$ cat src/rtl/dcm_clk_monitor.sv
// -----------------------------------------------------------------------------
// dcm_clk_monitor
//
// Supervisor for the DCM clock generator. Runs on the board clock, pulses the
// DCM reset, waits for lock, then counts rising edges of the generated clock
// over fixed windows. The clock is declared good only while each window's
// count stays within EXP_COUNT +/- TOL. Consecutive failed attempts are
// counted, and reaching MAX_RETRY latches a sticky fault.
//
// Ports:
//   CLK_IN1     in   board clock; all logic runs on its rising edge
//   RESET_N     in   async-assert, active-low reset; release synchronized here
//   CLK_MON     in   clock under test, asynchronous to CLK_IN1
//   DCM_RESET   out  DCM reset request (registered, high while in reset pulse)
//   CLK_OK      out  monitored clock within tolerance (registered)
//   FAIL        out  sticky fault after MAX_RETRY consecutive failures
//   EDGE_COUNT  out  edge count of the last completed window (saturating)
//   RETRY_COUNT out  consecutive failed attempts
// -----------------------------------------------------------------------------
`timescale 1ns/1ps

module dcm_clk_monitor #(
  parameter int RST_CYCLES = 3,
  parameter int LOCK_WAIT  = 65536,
  parameter int WINDOW     = 1000,
  parameter int EXP_COUNT  = 240,
  parameter int TOL        = 4,
  parameter int MAX_RETRY  = 7
) (
  input  logic        CLK_IN1,
  input  logic        RESET_N,
  input  logic        CLK_MON,
  output logic        DCM_RESET,
  output logic        CLK_OK,
  output logic        FAIL,
  output logic [11:0] EDGE_COUNT,
  output logic [2:0]  RETRY_COUNT
);

  localparam logic [2:0] S_RST  = 3'd0;
  localparam logic [2:0] S_WAIT = 3'd1;
  localparam logic [2:0] S_MEAS = 3'd2;
  localparam logic [2:0] S_RUN  = 3'd3;
  localparam logic [2:0] S_FAIL = 3'd4;

  // One phase counter serves the reset pulse, the lock wait and the window,
  // so it is sized for the longest of the three.
  localparam int CMAX = (LOCK_WAIT > WINDOW)
                        ? ((LOCK_WAIT > RST_CYCLES) ? LOCK_WAIT : RST_CYCLES)
                        : ((WINDOW > RST_CYCLES) ? WINDOW : RST_CYCLES);
  localparam int CW   = (CMAX > 1) ? $clog2(CMAX) : 1;

  localparam logic [CW-1:0] RST_LAST  = CW'(RST_CYCLES - 1);
  localparam logic [CW-1:0] WAIT_LAST = CW'(LOCK_WAIT - 1);
  localparam logic [CW-1:0] WIN_LAST  = CW'(WINDOW - 1);

  // Tolerance bounds clamped to the 12-bit count range.
  localparam int LO_I = EXP_COUNT - TOL;
  localparam int HI_I = EXP_COUNT + TOL;
  localparam int LO_C = (LO_I < 0) ? 0 : ((LO_I > 4095) ? 4095 : LO_I);
  localparam int HI_C = (HI_I < 0) ? 0 : ((HI_I > 4095) ? 4095 : HI_I);
  localparam logic [11:0] LO_CNT = 12'(LO_C);
  localparam logic [11:0] HI_CNT = 12'(HI_C);
  localparam logic [2:0]  MAX_R  = 3'(MAX_RETRY);

  // Reset: assertion is immediate, release is delayed by two flops so every
  // register leaves reset on the same clean edge.
  logic [1:0] rst_sync_q;
  logic       rst_n;

  always_ff @(posedge CLK_IN1 or negedge RESET_N) begin
    if (!RESET_N) rst_sync_q <= 2'b00;
    else          rst_sync_q <= {rst_sync_q[0], 1'b1};
  end

  assign rst_n = rst_sync_q[1];

  // CLK_MON: two synchronizer flops plus one history flop for edge detect.
  logic [2:0] mon_q;
  logic       mon_edge;

  // NOTE: sequential state uses non-blocking (<=) so every flop samples the
  // pre-edge values of the others; blocking here would turn the shift
  // register into a single flop.
  always_ff @(posedge CLK_IN1 or negedge rst_n) begin
    if (!rst_n) mon_q <= 3'b000;
    else        mon_q <= {mon_q[1:0], CLK_MON};
  end

  assign mon_edge = mon_q[1] & ~mon_q[2];

  logic [2:0]    state_q, state_d;
  logic [CW-1:0] tcnt_q, tcnt_d;
  logic [11:0]   ecnt_q, ecnt_d;
  logic [11:0]   edge_cnt_q, edge_cnt_d;
  logic          ok_q, ok_d;
  logic [2:0]    retry_q, retry_d;
  logic          dcm_reset_q, dcm_reset_d;
  logic          fail_q, fail_d;

  logic [11:0] ecnt_sum;
  logic        win_pass;
  logic [2:0]  retry_inc;
  logic        measuring;

  // Running count including this cycle's edge, held at 4095.
  assign ecnt_sum  = (ecnt_q == 12'hFFF) ? ecnt_q : ecnt_q + {11'd0, mon_edge};
  assign win_pass  = (ecnt_sum >= LO_CNT) && (ecnt_sum <= HI_CNT);
  assign retry_inc = retry_q + 3'd1;
  assign measuring = (state_q == S_MEAS) || (state_q == S_RUN) || (state_q == S_FAIL);

  // NOTE: every output of this block gets a default first, so no path can
  // leave a value unassigned and infer a latch.
  always_comb begin
    state_d    = state_q;
    tcnt_d     = tcnt_q + CW'(1);
    ecnt_d     = measuring ? ecnt_sum : 12'd0;  // edges outside windows are dropped
    edge_cnt_d = edge_cnt_q;
    ok_d       = ok_q;
    retry_d    = retry_q;

    case (state_q)
      S_RST: begin
        if (tcnt_q == RST_LAST) begin
          state_d = S_WAIT;
          tcnt_d  = '0;
        end
      end
      S_WAIT: begin
        if (tcnt_q == WAIT_LAST) begin
          state_d = S_MEAS;
          tcnt_d  = '0;
        end
      end
      S_MEAS, S_RUN, S_FAIL: begin
        if (tcnt_q == WIN_LAST) begin
          // Windows abut: the next one starts on the very next cycle.
          tcnt_d     = '0;
          ecnt_d     = 12'd0;
          edge_cnt_d = ecnt_sum;
          if (state_q == S_MEAS) begin
            if (win_pass) begin
              ok_d    = 1'b1;
              retry_d = 3'd0;
              state_d = S_RUN;
            end else begin
              retry_d = retry_inc;
              state_d = (retry_inc == MAX_R) ? S_FAIL : S_RST;
            end
          end else if (state_q == S_RUN) begin
            if (!win_pass) begin
              ok_d    = 1'b0;
              retry_d = 3'd1;
              state_d = (MAX_RETRY == 1) ? S_FAIL : S_RST;
            end
          end
        end
      end
      default: begin
        state_d = S_RST;
        tcnt_d  = '0;
      end
    endcase

    if (state_d == S_FAIL) ok_d = 1'b0;
    dcm_reset_d = (state_d == S_RST);
    fail_d      = (state_d == S_FAIL);
  end

  always_ff @(posedge CLK_IN1 or negedge rst_n) begin
    if (!rst_n) begin
      state_q     <= S_RST;
      tcnt_q      <= '0;
      ecnt_q      <= 12'd0;
      edge_cnt_q  <= 12'd0;
      ok_q        <= 1'b0;
      retry_q     <= 3'd0;
      dcm_reset_q <= 1'b1;
      fail_q      <= 1'b0;
    end else begin
      state_q     <= state_d;
      tcnt_q      <= tcnt_d;
      ecnt_q      <= ecnt_d;
      edge_cnt_q  <= edge_cnt_d;
      ok_q        <= ok_d;
      retry_q     <= retry_d;
      dcm_reset_q <= dcm_reset_d;
      fail_q      <= fail_d;
    end
  end

  assign DCM_RESET   = dcm_reset_q;
  assign CLK_OK      = ok_q;
  assign FAIL        = fail_q;
  assign EDGE_COUNT  = edge_cnt_q;
  assign RETRY_COUNT = retry_q;

endmodule

$ cat config.mk
export PLATFORM = sky130hd
export DESIGN_NAME = dcm_clk_monitor
export DESIGN_NICKNAME = d
export VERILOG_FILES = /design/src/rtl/dcm_clk_monitor.sv
export SDC_FILE = /design/constraint.sdc
export NUM_CORES = 1
export LEC_CHECK = 0
export CAP_MARGIN = 10
export CORE_MARGIN = 8
export CORE_UTILIZATION = 62
export CTS_CLUSTER_DIAMETER = 200
export DETAILED_ROUTE_END_ITERATION = 6
export PLACE_DENSITY = 0.81
export SYNTH_ARGS = -nofsm -noshare
export SYNTH_HDL_FRONTEND = slang
export SYNTH_SLANG_ARGS = --single-unit
$ cat constraint.sdc
create_clock -name CLK_IN1 -period 3.1 [get_ports CLK_IN1]
set_input_delay 0.93 -clock CLK_IN1 [delete_from_list [all_inputs] [get_ports CLK_IN1]]
set_output_delay 0.93 -clock CLK_IN1 [all_outputs]
set_load 0.05 [all_outputs]
==> results of run 1 <==
## synthesized netlist by cell type (all sizes together) (3+ instances only)
cell type / n
nor2: 41
ha: 6
a21oi: 7
and4: 4
nand3b: 3
nor2b: 4
nor3: 7
o31ai: 3
inv: 6
clkbuf: 5
nand2: 33
nand4: 8
mux2i: 3
and3: 5
dfrtp: 53
xor2: 9
nor4: 6
xnor2: 5
o21ai: 22
nand3: 15
## routing by layer
layer  vias up  part of all wire  GRT usage
li1       1039                 -          -
met1      1045              0.45     0.2387
met2        65              0.47     0.2944
met3        11             0.058    0.04705
met4         0             0.017    0.06667
met5         -                 0          0
## sequential cells by signal (all words and copies together) (netlist names), 2 cells and up
signal and cells:
tcnt_q 16, rst_sync_q 2, mon_q 3, state_q 3
EDGE_COUNT 12, ecnt_q 12, RETRY_COUNT 3
## per-stage QoR
step	hold slack, ns	setup WS (ns)	cells	cell area [um^2]
2_1_floorplan	0.3312	0.4147	278	2681
3_3_place_gp	0.3330	0.3380	346	2943
3_5_place_dp	0.3411	0.1781	346	2943
4_1_cts	0.3623	0.1375	354	3038
5_1_grt	0.1756	0.02978	356	3078
6_report	0.1474	0.2214	356	3078
## cell type report
class,count,area share
Inverter,6,0.007317
Multi-Input combinational cell,211,0.4195
Tap cell,52,0.02114
Timing Repair Buffer,25,0.08130
Clock inverter,2,0.004065
Sequential cell,54,0.4398
Clock buffer,6,0.02683
## cells in the final DEF (no fill, tap or decap), types with 3 or more instances in the layout
cell | Yosys | routed
a21oi_1 | 7 | 7
and3_1 | 4 | 4
and4_1 | 4 | 4
buf_4 | 0 | 4
clkbuf_8 | 0 | 6
clkdlybuf4s50_1 | 0 | 20
dfrtp_1 | 53 | 52
ha_1 | 6 | 4
inv_1 | 6 | 6
mux2i_1 | 3 | 3
nand2_1 | 33 | 33
nand3_1 | 14 | 14
nand3b_1 | 3 | 3
nand4_1 | 7 | 7
nor2_1 | 41 | 41
nor2b_1 | 4 | 4
nor3_1 | 7 | 7
nor4_1 | 5 | 5
o21ai_0 | 21 | 21
o31ai_1 | 3 | 3
xnor2_1 | 5 | 5
xor2_1 | 9 | 9
## logic make-up (layout without fill, tap and decap cells)
family	count (synthesis)	in the layout	share of synthesized area
AO/OA/AOI/OAI	49	49	0.1176
multiplexers	4	4	0.01540
AND/OR/NAND/NOR	137	137	0.2688
adder cells (fa/ha/maj)	6	6	0.02800
other	1	1	0.001399
flip-flops	54	54	0.5044
buffers and inverters	13	39	0.01866
XOR/XNOR	14	14	0.04573
## worst max path at each step
stage	depth (start not counted)	endpoint	slack, ns	start
after floorplan	9	RETRY_COUNT[2]$_DFFE_PN0P_	0.41	mon_q[2]$_DFF_PN0_
after global placement	9	RETRY_COUNT[2]$_DFFE_PN0P_	0.34	mon_q[2]$_DFF_PN0_
after detailed placement	9	RETRY_COUNT[2]$_DFFE_PN0P_	0.18	mon_q[1]$_DFF_PN0_
after CTS	9	RETRY_COUNT[2]$_DFFE_PN0P_	0.14	mon_q[2]$_DFF_PN0_
after global routing	9	RETRY_COUNT[2]$_DFFE_PN0P_	0.03	mon_q[1]$_DFF_PN0_
final	9	RETRY_COUNT[2]$_DFFE_PN0P_	0.22	mon_q[1]$_DFF_PN0_
## report_power, final
part	internal, uW	leakage (uW)	switching [uW]
logic	5.75	0.000496	12.0
clock network	180	0.0000472	223
registers	707	0.000714	3.97
total	893	0.00126	239
## repair_timing
item / in CTS / in global routing
setup endpoints to repair: 0 / 9
gates resized for setup: 0 / 3
hold buffers: 0 / 0
setup buffers: 0 / 1
## worst register-to-register path, stage by stage, from the launching register on
cell,delay [ns]
dfrtp_1,0.36
nor2b_1,0.15
ha_2,0.25
ha_2,0.25
nand3_1,0.20
nor3_1,0.29
mux2i_1,0.26
or3b_4,0.45
or3_1,0.35
a22o_1,0.22
==> impl_metrics.json, run 1 <==
{
  "fillCellCount": 350,
  "peakVddDrop_mv": 0.2808,
  "wl_per_cell_um": 15.75,
  "p_total_uw": 1132,
  "io_buffers": 20,
  "yosys_warnings": 0,
  "dr.pass1.iters": 4,
  "timing.setup.tns_ns": 0,
  "htree_levels": 2,
  "final_antenna_net_count": 0,
  "maxCapViolations": 0,
  "row_count": 24,
  "synth.avg_cell_area_um2": 9.645,
  "core-area_um2": 4264,
  "io_pins": 21,
  "synth_top_area_share": 0.4946,
  "setup_viol": 0,
  "antenna_found_initial": 0,
  "finalWirelength_um": 5607,
  "grt_max_degree": 53,
  "fmax_mhz": 347.4,
  "worstHoldPathType": "flop to async pin",
  "syn_inst": 278,
  "regToRegEndpoint": "RETRY_COUNT[2]$_DFFE_PN0P_",
  "crit_path_end_kind": "flop",
  "cp_common_cell": "ha_2",
  "ys_types": 51,
  "cts_tree": "built",
  "cp_slowest_cell": "or3b_4",
  "finalCriticalPeriod_ns": 2.879,
  "clk_latency_ns": 0.31,
  "r2r-start": "mon_q[1]$_DFF_PN0_",
  "status": "completed",
  "dieWidth_um": 81.76,
  "rsz0062_at_grt": "no",
  "tightest_slew_ns": 0.7095,
  "hpwl_um": 3928,
  "final_util": 0.7218,
  "drt_iter0_drc": 146,
  "overflow": 0,
  "cp.required_ns": 3.30,
  "critPathLaunchType": "flop",
  "crit_arrival_ns": 3.08,
  "die_area_um2": 6685,
  "cts_made_buffers": 5,
  "skew_ns": 0.008587,
  "grtUsageTotal": 0.1848,
  "first_global_vias": 2185,
  "reg2reg_depth": 9,
  "worst-path-buf-inv": 0,
  "dr_total_vias": 2160,
  "cts_root_buf": "clkbuf_8",
  "hold_viol": 0,
  "timing.reg2reg.setup_slack_ns": 0.22,
  "multiInputGateArea_um2": 1291,
  "clock-sinks": 54,
  "ys_seq_elements": 54,
  "yosysTopAreaCell": "dfrtp_1",
  "antennaDiodeCount": 0,
  "critPathTopFamily": "simple AND/OR/NAND/NOR gates",
  "die_h_um": 81.76,
  "clk_path_buf_depth": 2,
  "worstPathCellList": "nor2b_1, ha_2, ha_2, nand3_1, nor3_1, mux2i_1, or3b_4, or3_1, a22o_1",
  "max_stage_delay_ns": 0.45,
  "async_flop_share": 1.000,
  "synth-edff-count": 0,
  "routabilityCongestion": 0.8946,
  "final_net_count": 312,
  "finalMaxSlewViolations": 0,
  "grt_pass1_wl_um": 9811,
  "vias_per_cell": 6.067,
  "syn_nets": 287,
  "netlist_top_cells_area": "dfrtp_1 49%, nor2_1 5.7%, nand2_1 4.6%, o21ai_0 3.9%, xor2_1 2.9%",
  "initial_core_util": 0.6288,
  "power_density_nw_per_um2": 367.7,
  "period_share": 0.9286,
  "cts.clk_slew.worst_paths_ns": 0.09,
  "ys.flop_type": "dfrtp_1",
  "path_class": "flop to flop",
  "synth-seq-area-share": 0.5044,
  "relSlewSlack": 0.5207,
  "drc": 0,
  "drive_above_1_share": 0.09868,
  "synth_area_um2": 2681,
  "areaGrowthSynthToFinish_pct": 14.79,
  "p_leak_uw": 0.001256,
  "path_max_fanout": 7,
  "final-seq-area_um2": 1354
}
Power figures use the tool's default switching activity.
==> inputs of run 2 (changes only) <==
--- a/config.mk
+++ b/config.mk
@@ -11,6 +11,7 @@
 export CTS_CLUSTER_DIAMETER = 200
 export DETAILED_ROUTE_END_ITERATION = 6
 export PLACE_DENSITY = 0.81
+export SETUP_SLACK_MARGIN = 0.2
 export SYNTH_ARGS = -nofsm -noshare
 export SYNTH_HDL_FRONTEND = slang
 export SYNTH_SLANG_ARGS = --single-unit
==> run 2 against run 1 <==
Net effect: count of clock-buffer cells in the layout is the same; critical path depth is the same; final cell count is the same; worst hold slack is essentially flat; non-clock buffer count is the same; first-iteration DRC count grew 5.5%; combinational power is essentially flat; sequential share of layout area shrank 0.28 points; clock power is essentially flat; via count shrank 1.3%; largest power group unchanged; highest routed layer unchanged.
==> impl_metrics.json, run 2 (same netlist as run 1, synthesis figures left out) <==
{
  "path_max_fanout": 7,
  "skew_ns": 0.01191,
  "regMostFlops": "tcnt_q",
  "tightest_slew_ns": 0.7265,
  "finalMaxSlewViolations": 0,
  "path_class": "flop to flop",
  "cts_hold_buf": 0,
  "htree_levels": 2,
  "cts.clk_slew.worst_paths_ns": 0.09,
  "critPathLaunchType": "flop",
  "p_comb_frac": 0.016,
  "wl_per_cell_um": 15.80,
  "clk_path_buf_depth": 2,
  "cp.required_ns": 3.30,
  "regToRegEndpoint": "RETRY_COUNT[2]$_DFFE_PN0P_",
  "rsz0062_at_grt": "no",
  "finalWirelength_um": 5624,
  "vias_per_cell": 5.986,
  "first_global_vias": 2209,
  "maxCapViolations": 0,
  "reg2reg_depth": 9,
  "clock-sinks": 54,
  "hpwl_um": 3928,
  "p_int_uw": 892.8,
  "netSwitchingPower_uw": 240.5,
  "finalCriticalPeriod_ns": 2.704,
  "clkPwrFrac": 0.357,
  "setup_viol": 0,
  "cts_tree": "built",
  "final_common_cell": "dfrtp_1",
  "status": "completed",
  "dieWidth_um": 81.76,
  "peakVddDrop_mv": 0.2809,
  "drc": 0,
  "relSlewSlack": 0.5093,
  "timing.reg2reg.setup_slack_ns": 0.40,
  "grt_pass1_wl_um": 9867,
  "clk_latency_ns": 0.31,
  "worstHoldPathType": "flop to async pin",
  "power_density_nw_per_um2": 365.8,
  "pre_cts_slack_ns": 0.1781,
  "final_area_um2": 3098,
  "die_area_um2": 6685,
  "fmax_mhz": 369.8,
  "crit_arrival_ns": 2.90,
  "dr_total_vias": 2131,
  "areaGrowthSynthToFinish_pct": 15.54,
  "period_share": 0.8722,
  "final_net_count": 312,
  "io_pins": 21,
  "timing.setup.tns_ns": 0,
  "startpoint": "mon_q[1]$_DFF_PN0_",
  "drt_iter0_drc": 154,
  "largest_reg_flops": 16,
  "drive_above_1_share": 0.1053,
  "p_leak_uw": 0.001257,
  "grt_max_degree": 53,
  "die_h_um": 81.76,
  "antennaDiodeCount": 0,
  "postLayoutSetupSlackWorst_ns": 0.3960,
  "overflow": 0,
  "final_cell_mix": "52 x dfrtp_1, 41 x nor2_1, 33 x nand2_1",
  "core-area_um2": 4264,
  "r2r-start": "mon_q[1]$_DFF_PN0_",
  "cts_root_buf": "clkbuf_8",
  "place_area_um2": 2943,
  "seq_power_share": 0.627,
  "row_count": 24,
  "hold_viol": 0,
  "antenna_found_initial": 0,
  "cts_made_buffers": 5,
  "dr.pass1.iters": 4,
  "initial_core_util": 0.6288,
  "worstSetupEndpoint": "RETRY_COUNT[2]$_DFFE_PN0P_",
  "crit_path_end_kind": "flop",
  "routabilityCongestion": 0.8946,
  "grtUsageTotal": 0.1858,
  "final_antenna_net_count": 0,
  "switching_share": 0.2122,
  "io_buffers": 20
}
run 2: routing by layer:
metal,routed length [um],GRT usage,part of all wire,up-vias
met1,2593,0.2387,0.46,1026
met5,0,0,0,-
li1,-,-,-,1041
met3,253,0.04814,0.045,11
met2,2679,0.2952,0.48,53
met4,98,0.07018,0.017,0
run 2: worst max-delay path: stages, from the launching register on:
cell and delay, ns:
dfrtp_1 0.36, nor2b_1 0.15, ha_2 0.26, ha_4 0.19, nand3_2 0.16, nor3_2 0.22, mux2i_1 0.25, or3b_4 0.45
or3_1 0.35, a22o_1 0.22
run 2: final cells by class:
cell class / count / area [um^2]
Inverter: 6 / 22.52
Clock buffer: 6 / 82.58
Sequential cell: 54 / 1354
Clock inverter: 2 / 12.51
Fill cell: 345 / 1166
Tap cell: 52 / 65.06
Multi-Input combinational cell: 211 / 1311
Timing Repair Buffer: 25 / 250.2
run 2: stage by stage:
step	utilization	std cells	hold slack, ns	power, uW
detailed placement	0.6901	346	0.3411	740.0
global placement	0.6901	346	0.3330	739.2
floorplan	-	278	0.3312	732.8
finish	0.7265	356	0.1475	1133
CTS	0.7148	355	0.3623	1139
global route	0.7265	356	0.1756	1173
run 2: power by group through the flow:
| stage | Combinational, uW | Clock [uW] | Sequential (uW) |
|---|---|---|---|
| global route | 20.5 | 440 | 712 |
| CTS | 5.09 | 413 | 721 |
| floorplan | 1.58 | 0 | 731 |
| detailed placement | 4.80 | 0 | 735 |
| finish | 17.7 | 404 | 711 |
| global placement | 4.70 | 0 | 735 |
run 2: what timing repair did:
action / in CTS / in global routing
buffers inserted: 1 / 0
setup endpoints to repair: 2 / 9
resized for setup: 1 / 5
cloned: 0 / 0
run 2: worst min-delay path by stage:
stage | startpoint | to | cells after the start
CTS | mon_q[0]$_DFF_PN0_ | mon_q[1]$_DFF_PN0_ | 0
finish | rst_sync_q[1]$_DFF_PN0_ | EDGE_COUNT[2]$_DFFE_PN0P_ | 0
global placement | mon_q[0]$_DFF_PN0_ | mon_q[1]$_DFF_PN0_ | 0
floorplan | mon_q[0]$_DFF_PN0_ | mon_q[1]$_DFF_PN0_ | 0
global route | rst_sync_q[1]$_DFF_PN0_ | ecnt_q[0]$_DFF_PN0_ | 0
detailed placement | mon_q[0]$_DFF_PN0_ | mon_q[1]$_DFF_PN0_ | 0
